File: config.mk
export PLATFORM = sky130hd
export DESIGN_NAME = stopwatch_ctrl_flat
export DESIGN_NICKNAME = d
export VERILOG_FILES = /design/src/rtl/stopwatch_ctrl_if.sv /design/src/rtl/stopwatch_ctrl.sv /design/src/flat_wrapper.sv
export SDC_FILE = /design/constraint.sdc
export NUM_CORES = 1
export LEC_CHECK = 0
export CORE_ASPECT_RATIO = 0.6
export CORE_MARGIN = 5
export CORE_UTILIZATION = 33
export CTS_CLUSTER_DIAMETER = 40
export CTS_CLUSTER_SIZE = 8
export DETAILED_ROUTE_END_ITERATION = 16
export MAX_ROUTING_LAYER = met4
export PLACE_DENSITY = 0.59
export SYNTH_ARGS = -nofsm -noshare
export SYNTH_HDL_FRONTEND = slang
export SYNTH_SLANG_ARGS = --single-unit
File: constraint.sdc
create_clock -name CLK -period 2.2 [get_ports CLK]
set_input_delay 0.44 -clock CLK [delete_from_list [all_inputs] [get_ports CLK]]
set_output_delay 0.44 -clock CLK [all_outputs]
set_load 0.02 [all_outputs]
File: src/rtl/stopwatch_ctrl_if.sv
// Key inputs and display/status outputs of the stopwatch controller.
// The controller uses the slave modport; the board side (or a bench) uses master.
interface stopwatch_ctrl_if;
  logic       KEY_SS_N;
  logic       KEY_LR_N;
  logic [6:0] HEX0;
  logic [6:0] HEX1;
  logic [6:0] HEX2;
  logic [6:0] HEX3;
  logic       RUN_LED;
  logic       LAP_LED;
  logic       WRAP;

  modport master (
    output KEY_SS_N, KEY_LR_N,
    input  HEX0, HEX1, HEX2, HEX3, RUN_LED, LAP_LED, WRAP
  );

  modport slave (
    input  KEY_SS_N, KEY_LR_N,
    output HEX0, HEX1, HEX2, HEX3, RUN_LED, LAP_LED, WRAP
  );
endinterface

File: src/rtl/stopwatch_ctrl.sv
// MM:SS stopwatch with debounced start/stop and lap/clear keys, lap freeze
// display and active-low seven-segment outputs.
//
// state | meaning
// IDLE  | count and prescaler held at zero
// RUN   | counting, live count displayed
// PAUSE | count and partial second frozen
// LAP   | counting, captured lap count displayed
module stopwatch_ctrl #(
  parameter int TICK_CNT = 50_000_000,
  parameter int DEB_CNT  = 1_000_000
) (
  input logic             CLK,
  input logic             RST,
  stopwatch_ctrl_if.slave sw
);

  localparam int PW = (TICK_CNT > 1) ? $clog2(TICK_CNT) : 1;
  localparam int DW = (DEB_CNT > 1) ? $clog2(DEB_CNT) : 1;

  typedef enum logic [1:0] {IDLE, RUN, PAUSE, LAP} state_t;

  state_t         state, state_n;
  logic [1:0]     key_m, key_s, deb, deb_d1, armed, press;
  logic [DW-1:0]  dcnt [2];
  logic [PW-1:0]  presc;
  logic [3:0]     sec_o, sec_t, min_o, min_t;
  logic [3:0]     sec_o_n, sec_t_n, min_o_n, min_t_n;
  logic [15:0]    lap_q, live, disp;
  logic           counting, tick, roll, ss_p, lr_p;
  logic           wrap_q, run_led_q, lap_led_q;

  // A key is armed only once it has been seen released, so one held through reset stays silent.
  always_ff @(posedge CLK) begin
    if (RST) begin
      key_m   <= '0;
      key_s   <= '0;
      deb     <= '1;
      deb_d1  <= '1;
      armed   <= '0;
      dcnt[0] <= '0;
      dcnt[1] <= '0;
    end else begin
      key_m  <= {sw.KEY_LR_N, sw.KEY_SS_N};
      key_s  <= key_m;
      deb_d1 <= deb;
      for (int k = 0; k < 2; k++) begin
        if (key_s[k] == deb[k]) begin
          dcnt[k] <= '0;
        end else if (dcnt[k] == DW'(DEB_CNT - 1)) begin
          deb[k]  <= key_s[k];
          dcnt[k] <= '0;
        end else begin
          dcnt[k] <= dcnt[k] + 1'b1;
        end
        if (deb[k] && key_s[k]) armed[k] <= 1'b1;
      end
    end
  end

  assign press    = armed & deb_d1 & ~deb;
  assign ss_p     = press[0];
  assign lr_p     = press[1] & ~press[0];
  assign counting = (state == RUN) || (state == LAP);
  assign tick     = counting && (presc == PW'(TICK_CNT - 1));
  assign live     = {min_t, min_o, sec_t, sec_o};

  always_comb begin
    sec_o_n = sec_o;
    sec_t_n = sec_t;
    min_o_n = min_o;
    min_t_n = min_t;
    roll    = 1'b0;
    if (sec_o != 4'd9) sec_o_n = sec_o + 4'd1;
    else begin
      sec_o_n = 4'd0;
      if (sec_t != 4'd5) sec_t_n = sec_t + 4'd1;
      else begin
        sec_t_n = 4'd0;
        if (min_o != 4'd9) min_o_n = min_o + 4'd1;
        else begin
          min_o_n = 4'd0;
          if (min_t != 4'd5) min_t_n = min_t + 4'd1;
          else begin
            min_t_n = 4'd0;
            roll    = 1'b1;
          end
        end
      end
    end
  end

  always_comb begin
    state_n = state;
    case (state)
      IDLE:    if (ss_p) state_n = RUN;
      RUN:     if (ss_p) state_n = PAUSE; else if (lr_p) state_n = LAP;
      LAP:     if (ss_p) state_n = PAUSE; else if (lr_p) state_n = RUN;
      PAUSE:   if (ss_p) state_n = RUN;   else if (lr_p) state_n = IDLE;
      default: state_n = IDLE;
    endcase
  end

  always_ff @(posedge CLK) begin
    if (RST) begin
      state     <= IDLE;
      presc     <= '0;
      sec_o     <= '0;
      sec_t     <= '0;
      min_o     <= '0;
      min_t     <= '0;
      lap_q     <= '0;
      wrap_q    <= 1'b0;
      run_led_q <= 1'b0;
      lap_led_q <= 1'b0;
    end else begin
      state     <= state_n;
      run_led_q <= (state_n == RUN) || (state_n == LAP);
      lap_led_q <= (state_n == LAP);
      wrap_q    <= tick && roll;
      if (counting) presc <= tick ? '0 : presc + 1'b1;
      if (tick) begin
        sec_o <= sec_o_n;
        sec_t <= sec_t_n;
        min_o <= min_o_n;
        min_t <= min_t_n;
      end
      // Lap takes the pre-tick count; the clear wins over nothing since PAUSE never ticks.
      if (state == RUN && !ss_p && lr_p) lap_q <= live;
      if (state == IDLE || (state == PAUSE && !ss_p && lr_p)) begin
        presc <= '0;
        sec_o <= '0;
        sec_t <= '0;
        min_o <= '0;
        min_t <= '0;
      end
    end
  end

  function automatic logic [6:0] seg(input logic [3:0] d);
    case (d)
      4'd0:    seg = 7'b1000000;
      4'd1:    seg = 7'b1111001;
      4'd2:    seg = 7'b0100100;
      4'd3:    seg = 7'b0110000;
      4'd4:    seg = 7'b0011001;
      4'd5:    seg = 7'b0010010;
      4'd6:    seg = 7'b0000010;
      4'd7:    seg = 7'b1111000;
      4'd8:    seg = 7'b0000000;
      4'd9:    seg = 7'b0010000;
      default: seg = 7'b1111111;
    endcase
  endfunction

  assign disp       = (state == LAP) ? lap_q : live;
  assign sw.HEX0    = seg(disp[3:0]);
  assign sw.HEX1    = seg(disp[7:4]);
  assign sw.HEX2    = seg(disp[11:8]);
  assign sw.HEX3    = seg(disp[15:12]);
  assign sw.RUN_LED = run_led_q;
  assign sw.LAP_LED = lap_led_q;
  assign sw.WRAP    = wrap_q;

endmodule

File: src/flat_wrapper.sv
// flat-port wrapper written by rule: the top's interface ports become plain ports
module stopwatch_ctrl_flat 
#(
  parameter int TICK_CNT = 50_000_000,
  parameter int DEB_CNT  = 1_000_000
)
  (CLK, RST, sw_KEY_SS_N, sw_KEY_LR_N, sw_HEX0, sw_HEX1, sw_HEX2, sw_HEX3, sw_RUN_LED, sw_LAP_LED, sw_WRAP);
  stopwatch_ctrl_if sw_i ();
  input logic CLK;
  input logic RST;
  input wire logic [$bits(sw_i.KEY_SS_N)-1:0] sw_KEY_SS_N;
  input wire logic [$bits(sw_i.KEY_LR_N)-1:0] sw_KEY_LR_N;
  output wire logic [$bits(sw_i.HEX0)-1:0] sw_HEX0;
  output wire logic [$bits(sw_i.HEX1)-1:0] sw_HEX1;
  output wire logic [$bits(sw_i.HEX2)-1:0] sw_HEX2;
  output wire logic [$bits(sw_i.HEX3)-1:0] sw_HEX3;
  output wire logic [$bits(sw_i.RUN_LED)-1:0] sw_RUN_LED;
  output wire logic [$bits(sw_i.LAP_LED)-1:0] sw_LAP_LED;
  output wire logic [$bits(sw_i.WRAP)-1:0] sw_WRAP;
  assign sw_i.KEY_SS_N = sw_KEY_SS_N;
  assign sw_i.KEY_LR_N = sw_KEY_LR_N;
  assign sw_HEX0 = sw_i.HEX0;
  assign sw_HEX1 = sw_i.HEX1;
  assign sw_HEX2 = sw_i.HEX2;
  assign sw_HEX3 = sw_i.HEX3;
  assign sw_RUN_LED = sw_i.RUN_LED;
  assign sw_LAP_LED = sw_i.LAP_LED;
  assign sw_WRAP = sw_i.WRAP;
  stopwatch_ctrl #(.TICK_CNT(TICK_CNT), .DEB_CNT(DEB_CNT)) u_core (.CLK(CLK), .RST(RST), .sw(sw_i));
endmodule
==> results of run 1 <==
## worst max-delay path by stage
stage / startpoint / endpoint / slack [ns] / depth (start not counted)
2_1_floorplan: u_core.sw.RUN_LED / sw_HEX2[0] / 0.02 / 9
3_3_place_gp: u_core.state[1] / sw_HEX0[4] / -0.34 / 7
3_5_place_dp: u_core.state[1] / sw_HEX2[0] / -0.38 / 9
4_1_cts: u_core.sw.RUN_LED / sw_HEX0[3] / -0.27 / 9
5_1_grt: u_core.state[1] / sw_HEX1[3] / -0.44 / 9
6_report: u_core.state[1] / sw_HEX1[3] / -0.33 / 9
## logic make-up after synthesis
group	share of synthesized area [%]
AND/OR/NAND/NOR	25.3
flip-flops	42.8
XOR/XNOR	9.94
AO/OA/AOI/OAI	6.61
buffers and inverters	3.37
multiplexers	6.76
adder cells (fa/ha/maj)	5.07
other	0.0608
## per-stage QoR
stage	cell area, sq um	std cells	worst slack [ns]	setup TNS [ns]	power [uW]
after floorplan	6550	717	0.0195	0	2390
after global placement	7690	1041	-0.337	-7.53	2440
after detailed placement	7690	1041	-0.377	-7.90	2440
after CTS	8500	1074	-0.267	-5.34	4280
after global routing	8720	1081	-0.444	-8.21	4390
final	8720	1081	-0.335	-5.56	4220
## layer usage
metal,global-route usage [%],vias to the layer above
met4,2.47,0
met1,19.2,2416
met2,19.3,64
li1,-,2635
met3,3.25,4
met5,-,-
## cell type report
type	instances	area (sq um)	area share [%]
multi-input cells	557	4100	47.0
flip-flops and latches	112	2650	30.3
repair buffers	133	1250	14.4
well taps	240	300	3.44
clock buffers	9	225	2.58
clock inverters	7	103	1.18
inverters	23	96.3	1.10
## repair_timing
item | CTS | global route
cloned | 1 | 0
buffers inserted | 16 | 8
pin swaps | 27 | 23
endpoints found under the setup margin | 28 | 31
gates resized for setup | 236 | 39
## state kept, by name, indices dropped and copies added (netlist names), 4 cells and up
signal,count
u_core.dcnt,40
u_core.sec_o,4
u_core.min_o,4
u_core.min_t,4
u_core.lap_q,16
u_core.presc,26
u_core.sec_t,4
## worst max-delay path, stage by stage, from the launching register on
cell	delay, ns
dfxtp_2	0.34
nand2_4	0.13
buf_12	0.17
mux2i_4	0.26
inv_2	0.08
ha_1	0.18
nor2_1	0.14
o21a_1	0.23
a21oi_2	0.05
buf_4	0.15
## power groups by stage
stage	Sequential (uW)	Combinational, uW	Clock (uW)
2_1_floorplan	2290	104	0
3_3_place_gp	2300	136	0
3_5_place_dp	2300	137	0
4_1_cts	2250	138	1880
5_1_grt	2260	160	1960
6_report	2250	138	1830
## cells in the final DEF (no fill, tap or decap), drive strengths merged, types with 5 or more instances in the layout
cell	netlist	routed
conb	1	40
xor2	30	30
and4	8	8
inv	23	26
clkdlybuf4s50	1	6
nand3b	10	10
ha	25	25
mux2i	36	36
nor2b	7	7
mux2	5	5
xnor2	40	40
a21oi	33	33
nor3	11	11
nand2	44	44
nand3	28	28
clkbuf	17	9
o21a	5	5
nand4	16	16
o21ai	10	10
buf	7	127
nor2	142	142
dfxtp	72	72
edfxtp	40	40
and3	9	9
nor4	11	11
==> out/results.txt, run 1 <==
status: finished with violations
failing checks: negative setup slack
switching power: 935 uW
# IOs: 35
# port buffers: 34
Overflow after GRT: 0
reg2reg setup slack: 0.17 ns
top cells by count, synth: nor2_1, dfxtp_1, nand2_1
site row count: 38
Fin Clk Skew: 0.0114 ns
Final min period: 2.53 ns
R2R cell count: 6
CTS max path bufs: 2
slew at the pin closest to its max-slew limit: 0.507 ns
Met1 Wirelength: 7.69 mm
Seq cells post-synth: 112
first-pass GRT wire length: 23.5 mm
core area: 18200 sq um
Sw Share: 22.2%
Max-Cap Viols: 0
FF-to-FF Start: u_core.presc[0]
Worst EP arrival: 2.09 ns
vias per std cell: 4.74
sequential share of the synthesized area: 42.8%
Hold Path Sink: u_core.key_s[1]
Num CTS Buffers: 9
cts hold-fix bufs: 0
post-synthesis cell count: 678
router iterations before antenna repair: 5
largest net degree at the start of global routing: 23
CTS H-tree depth: 3
fin nets: 865
total leakage power: 0.00332 uW
Sequential Power Share: 53.4%
Final GP Congestion: 0.802
layout cell share with drive strength beyond 1: 31.2%
initial antenna violation count: 0
via count: 5119
wire length on met2: 5.98 mm
Final Util: 47.9%
clk slew on worst S/H paths: 0.08 ns
Pwr Density: 484 nW/um^2
synthesized area: 6170 sq um
period utilization: 115%
Setup crit end kind: output pin
# DRC: 0
main flop type after synthesis: dfxtp_1
top cell type's share of synthesized area: 23.4%
synthesis-to-finish area growth: 41.5%
final setup fails: 28
clock share of power: 43.3%
main area contributors after synthesis: dfxtp_1, edfxtp_1, nor2_1
vias in the first global route: 4864
async set or reset register ratio after synthesis: 0%
Hold Vio Cnt, Final: 0
die width: 186 um
wire length per cell: 13.2 um
final wirelength: 14.2 mm
Post-DP HPWL: 9.72 mm
initial core utilization: 33.9%
Slew headroom: 66.0%
Worst Path Max Fanout: 7
CTS root buf: clkbuf_16
DRT antenna net count: 0
fin. max-slew vios: 0
fmax: 395 MHz
maximum vdd ir drop: 0.367 mV
# fillers: 1702
initial DRC count: 344
hold_sp: u_core.key_m[1]
gr usage total: 13.3%
hold slack: 0.431 ns
CTS sink cnt: 112
Post-synth EDFFs: 40
Worst Setup Path Type: flip-flop to output pin
Yosys Warn Count: 0
most frequent cell after synthesis: nor2_1
clk_lat worst skew: 0.36 ns
worst setup margin: -0.335 ns
CTS tree: done
reg2reg end: u_core.min_o[0]
Crit path required time: 1.76 ns
post-synth top area cell: dfxtp_1
ANT cells: 0
Die Footprint: 21600 sq um
top sig layer: met4
WHS Path Cells: 1
Logic pwr share: 3.3%
synth unique cells: 55
average size of a mapped cell: 9.10 sq um
Internal Power: 3280 uW
DR WL met3: 493 um
Hold Crit Class: flip-flop to flip-flop
RSZ-0062 raised after global routing: yes
CP startpoint kind: flip-flop
die height: 116 um
Power figures use the tool's default switching activity.
==> run 2, diff against run 1 <==
Settings changed: SLEW_MARGIN set to 20.
==> results of run 2 <==
No change in the layout: final DEF, timing and power equal those of run 1.
==> run 3, diff against run 2 <==
Settings changed: CELL_PAD_IN_SITES_DETAIL_PLACEMENT set to 1, CELL_PAD_IN_SITES_GLOBAL_PLACEMENT set to 2, CORE_UTILIZATION 33 to 28, PLACE_DENSITY 0.59 to 0.72.
==> run 3 against run 2 <==
Die area is 17% higher. Wire length is 21% higher. First-iteration DRC count is 34% lower. Worst setup slack worse by 0.0044 ns. Largest cell class unchanged. Count of clock-buffer cells in the layout is 1 higher. Design area is 1.5% higher. Global-route usage is 0.81 points higher. Critical path depth stayed put. The flow still finishes with violations (negative setup slack).
==> out/results.txt, run 3 (same netlist as run 1, synthesis figures left out) <==
status: finished with violations (unchanged)
failing checks: negative setup slack (unchanged)
cts hold-fix bufs: 0 (unchanged)
final wirelength: 17.2 mm (was 14.2 mm)
first-pass GRT wire length: 28.9 mm (was 23.5 mm)
Hold Vio Cnt, Final: 0 (unchanged)
vias in the first global route: 5706 (was 4864)
hold_sp: u_core.key_m[1] (unchanged)
Fin Clk Skew: 0.0118 ns (was 0.0114 ns)
# port buffers: 34 (unchanged)
CP startpoint kind: flip-flop (unchanged)
RSZ-0062 raised after global routing: yes (unchanged)
gr usage total: 14.2% (was 13.3%)
pre-CTS setup slack: -0.401 ns (was -0.377 ns)
Hold Crit Class: flip-flop to flip-flop (unchanged)
fmax: 394 MHz (was 395 MHz)
layout cell share with drive strength beyond 1: 32.4% (was 31.2%)
final setup fails: 28 (unchanged)
largest registers: u_core.dcnt (40), u_core.presc (26), u_core.lap_q (16) (unchanged)
max reg flops: 40 (unchanged)
clock share of power: 40.1% (was 43.3%)
WHS Path Cells: 1 (unchanged)
CTS tree: done (unchanged)
Num CTS Buffers: 9 (unchanged)
synthesis-to-finish area growth: 43.7% (was 41.5%)
vias per std cell: 4.68 (was 4.74)
die height: 125 um (was 116 um)
Setup crit end kind: output pin (unchanged)
site row count: 42 (was 38)
Worst path slowest cell: dfxtp_2 (unchanged)
period utilization: 115% (about the same)
reg2reg end: u_core.min_t[3] (was u_core.min_o[0])
most frequent cells in the layout: nor2_1, buf_4, dfxtp_1 (unchanged)
Hold Path Sink: u_core.key_s[1] (unchanged)
Max-Cap Viols: 0 (unchanged)
Critical Path Most Common Cell: buf_4
initial antenna violation count: 0 (unchanged)
Worst Setup Path Type: flip-flop to output pin (unchanged)
router iterations before antenna repair: 4 (was 5)
Sw Share: 23.7% (was 22.2%)
Overflow after GRT: 0 (unchanged)
Post-DP HPWL: 12.1 mm (was 9.72 mm)
Logic pwr share: 3.6% (was 3.3%)
CTS H-tree depth: 3 (unchanged)
Final min period: 2.54 ns (was 2.53 ns)
total leakage power: 0.00335 uW (was 0.00332 uW)
core area: 21900 sq um (was 18200 sq um)
die width: 202 um (was 186 um)
reg2reg setup slack: 0.20 ns (was 0.17 ns)
via count: 5308 (was 5119)
Worst Path Max Fanout: 5 (was 7)
clk_lat worst skew: 0.37 ns (was 0.36 ns)
initial DRC count: 227 (was 344)
CTS root buf: clkbuf_16 (unchanged)
Biggest register: u_core.dcnt (unchanged)
CTS max path bufs: 2 (unchanged)
max incr delay on CP: 0.34 ns (about the same)
initial core utilization: 28.2% (was 33.9%)
Worst EP arrival: 2.10 ns (was 2.09 ns)
fin. max-slew vios: 0 (unchanged)
Final GP Congestion: 0.787 (was 0.802)
DP Cell Count: 1080 (was 1041)
# DRC: 0 (unchanged)
worst setup margin: -0.339 ns (was -0.335 ns)
wire length per cell: 15.2 um (was 13.2 um)
DRT antenna net count: 0 (unchanged)
clk slew on worst S/H paths: 0.07 ns (was 0.08 ns)
Internal Power: 3060 uW (was 3280 uW)
FF-to-FF Start: u_core.min_o[3] (was u_core.presc[0])
Crit path required time: 1.76 ns (about the same)
switching power: 951 uW (was 935 uW)
Pwr Density: 453 nW/um^2 (was 484 nW/um^2)
commonest non-fill, non-tap cell in the layout: nor2_1 (unchanged)
# IOs: 35 (unchanged)
largest net degree at the start of global routing: 23 (unchanged)
CTS sink cnt: 112 (unchanged)
Sequential Power Share: 56.3% (was 53.4%)
maximum vdd ir drop: 0.382 mV (was 0.367 mV)
crit path cell chain: nand2_4, buf_12, mux2i_4, buf_4, buf_6, ha_4, nor2_2, o22ai_2, buf_4 (was nand2_4, buf_12, mux2i_4, inv_2, ha_1, nor2_1, o21a_1, a21oi_2, buf_4)
Die Footprint: 25200 sq um (was 21600 sq um)
Finished Layout Cells: 1135 (was 1081)
fin nets: 873 (was 865)
R2R cell count: 6 (unchanged)
ANT cells: 0 (unchanged)
## run 3: changes by cell type in the layout (fill, tap and decap cells not counted), sizes merged
cell | before | now
buf | 127 | 135
bufinv | 2 | 0
clkbuf | 9 | 10
inv | 26 | 27
## run 3: per-stage QoR
stage / TNS [ns] / power [uW] / instance area, sq um / util, % / hold WS (ns)
after global routing: -9.92 / 4190 / 8860 / 40.5 / 0.476
after CTS: -6.62 / 4080 / 8560 / 39.2 / 0.461
after floorplan: 0 / 2390 / 6550 / - / 0.414
final: -7.10 / 4010 / 8860 / 40.5 / 0.459
after global placement: -7.22 / 2440 / 7660 / 35.0 / 0.451
after detailed placement: -8.64 / 2450 / 7660 / 35.0 / 0.450
## run 3: per-layer routing
metal  vias to the layer above  track usage (%)  wire length (um)
met5                         -                -                 0
li1                       2643                -                 -
met4                         0             3.57               201
met3                        14             2.77               392
met2                        34             22.9              8150
met1                      2617             18.3              8460
## run 3: worst max-delay path by stage
stage | from | endpoint | slack [ns] | depth (start not counted)
4_1_cts | u_core.sw.RUN_LED | sw_HEX2[3] | -0.34 | 9
3_5_place_dp | u_core.state[1] | sw_HEX1[3] | -0.40 | 9
5_1_grt | u_core.sw.RUN_LED | sw_HEX1[3] | -0.45 | 10
2_1_floorplan | u_core.sw.RUN_LED | sw_HEX2[0] | 0.02 | 9
3_3_place_gp | u_core.state[1] | sw_HEX1[0] | -0.33 | 9
6_report | u_core.sw.RUN_LED | sw_HEX2[1] | -0.34 | 9
## run 3: area by class of cell
class | instances | area, sq um
clock inverter | 6 | 51.3
fill | 2510 | 13000
sequential | 112 | 2650
timing repair buffer | 141 | 1320
inverter | 23 | 96.3
tap | 286 | 358
multi-input combinational | 557 | 4160
clock buffer | 10 | 229
## run 3: power by group through the flow
stage	logic (uW)	clock network, uW	registers (uW)
after floorplan	104	0	2290
after global placement	135	0	2300
after detailed placement	143	0	2310
after CTS	143	1680	2260
after global routing	163	1760	2270
final	143	1610	2260
## run 3: critical path, delay by kind of cell (launching register included)
family,cells,cell delay (ns)
buffers and inverters,4,0.56
DFF,1,0.34
muxes,1,0.28
and+or+nand+nor,2,0.24
adders and majority gates,1,0.21
AOI/OAI and AO/OA,1,0.10
## run 3: what timing repair did
action | in CTS | in global routing
pin swaps | 43 | 30
endpoints found under the setup margin | 28 | 32
cloned | 1 | 0
resized for setup | 250 | 45
endpoints found under the hold margin | 0 | 0
buffers inserted | 27 | 12
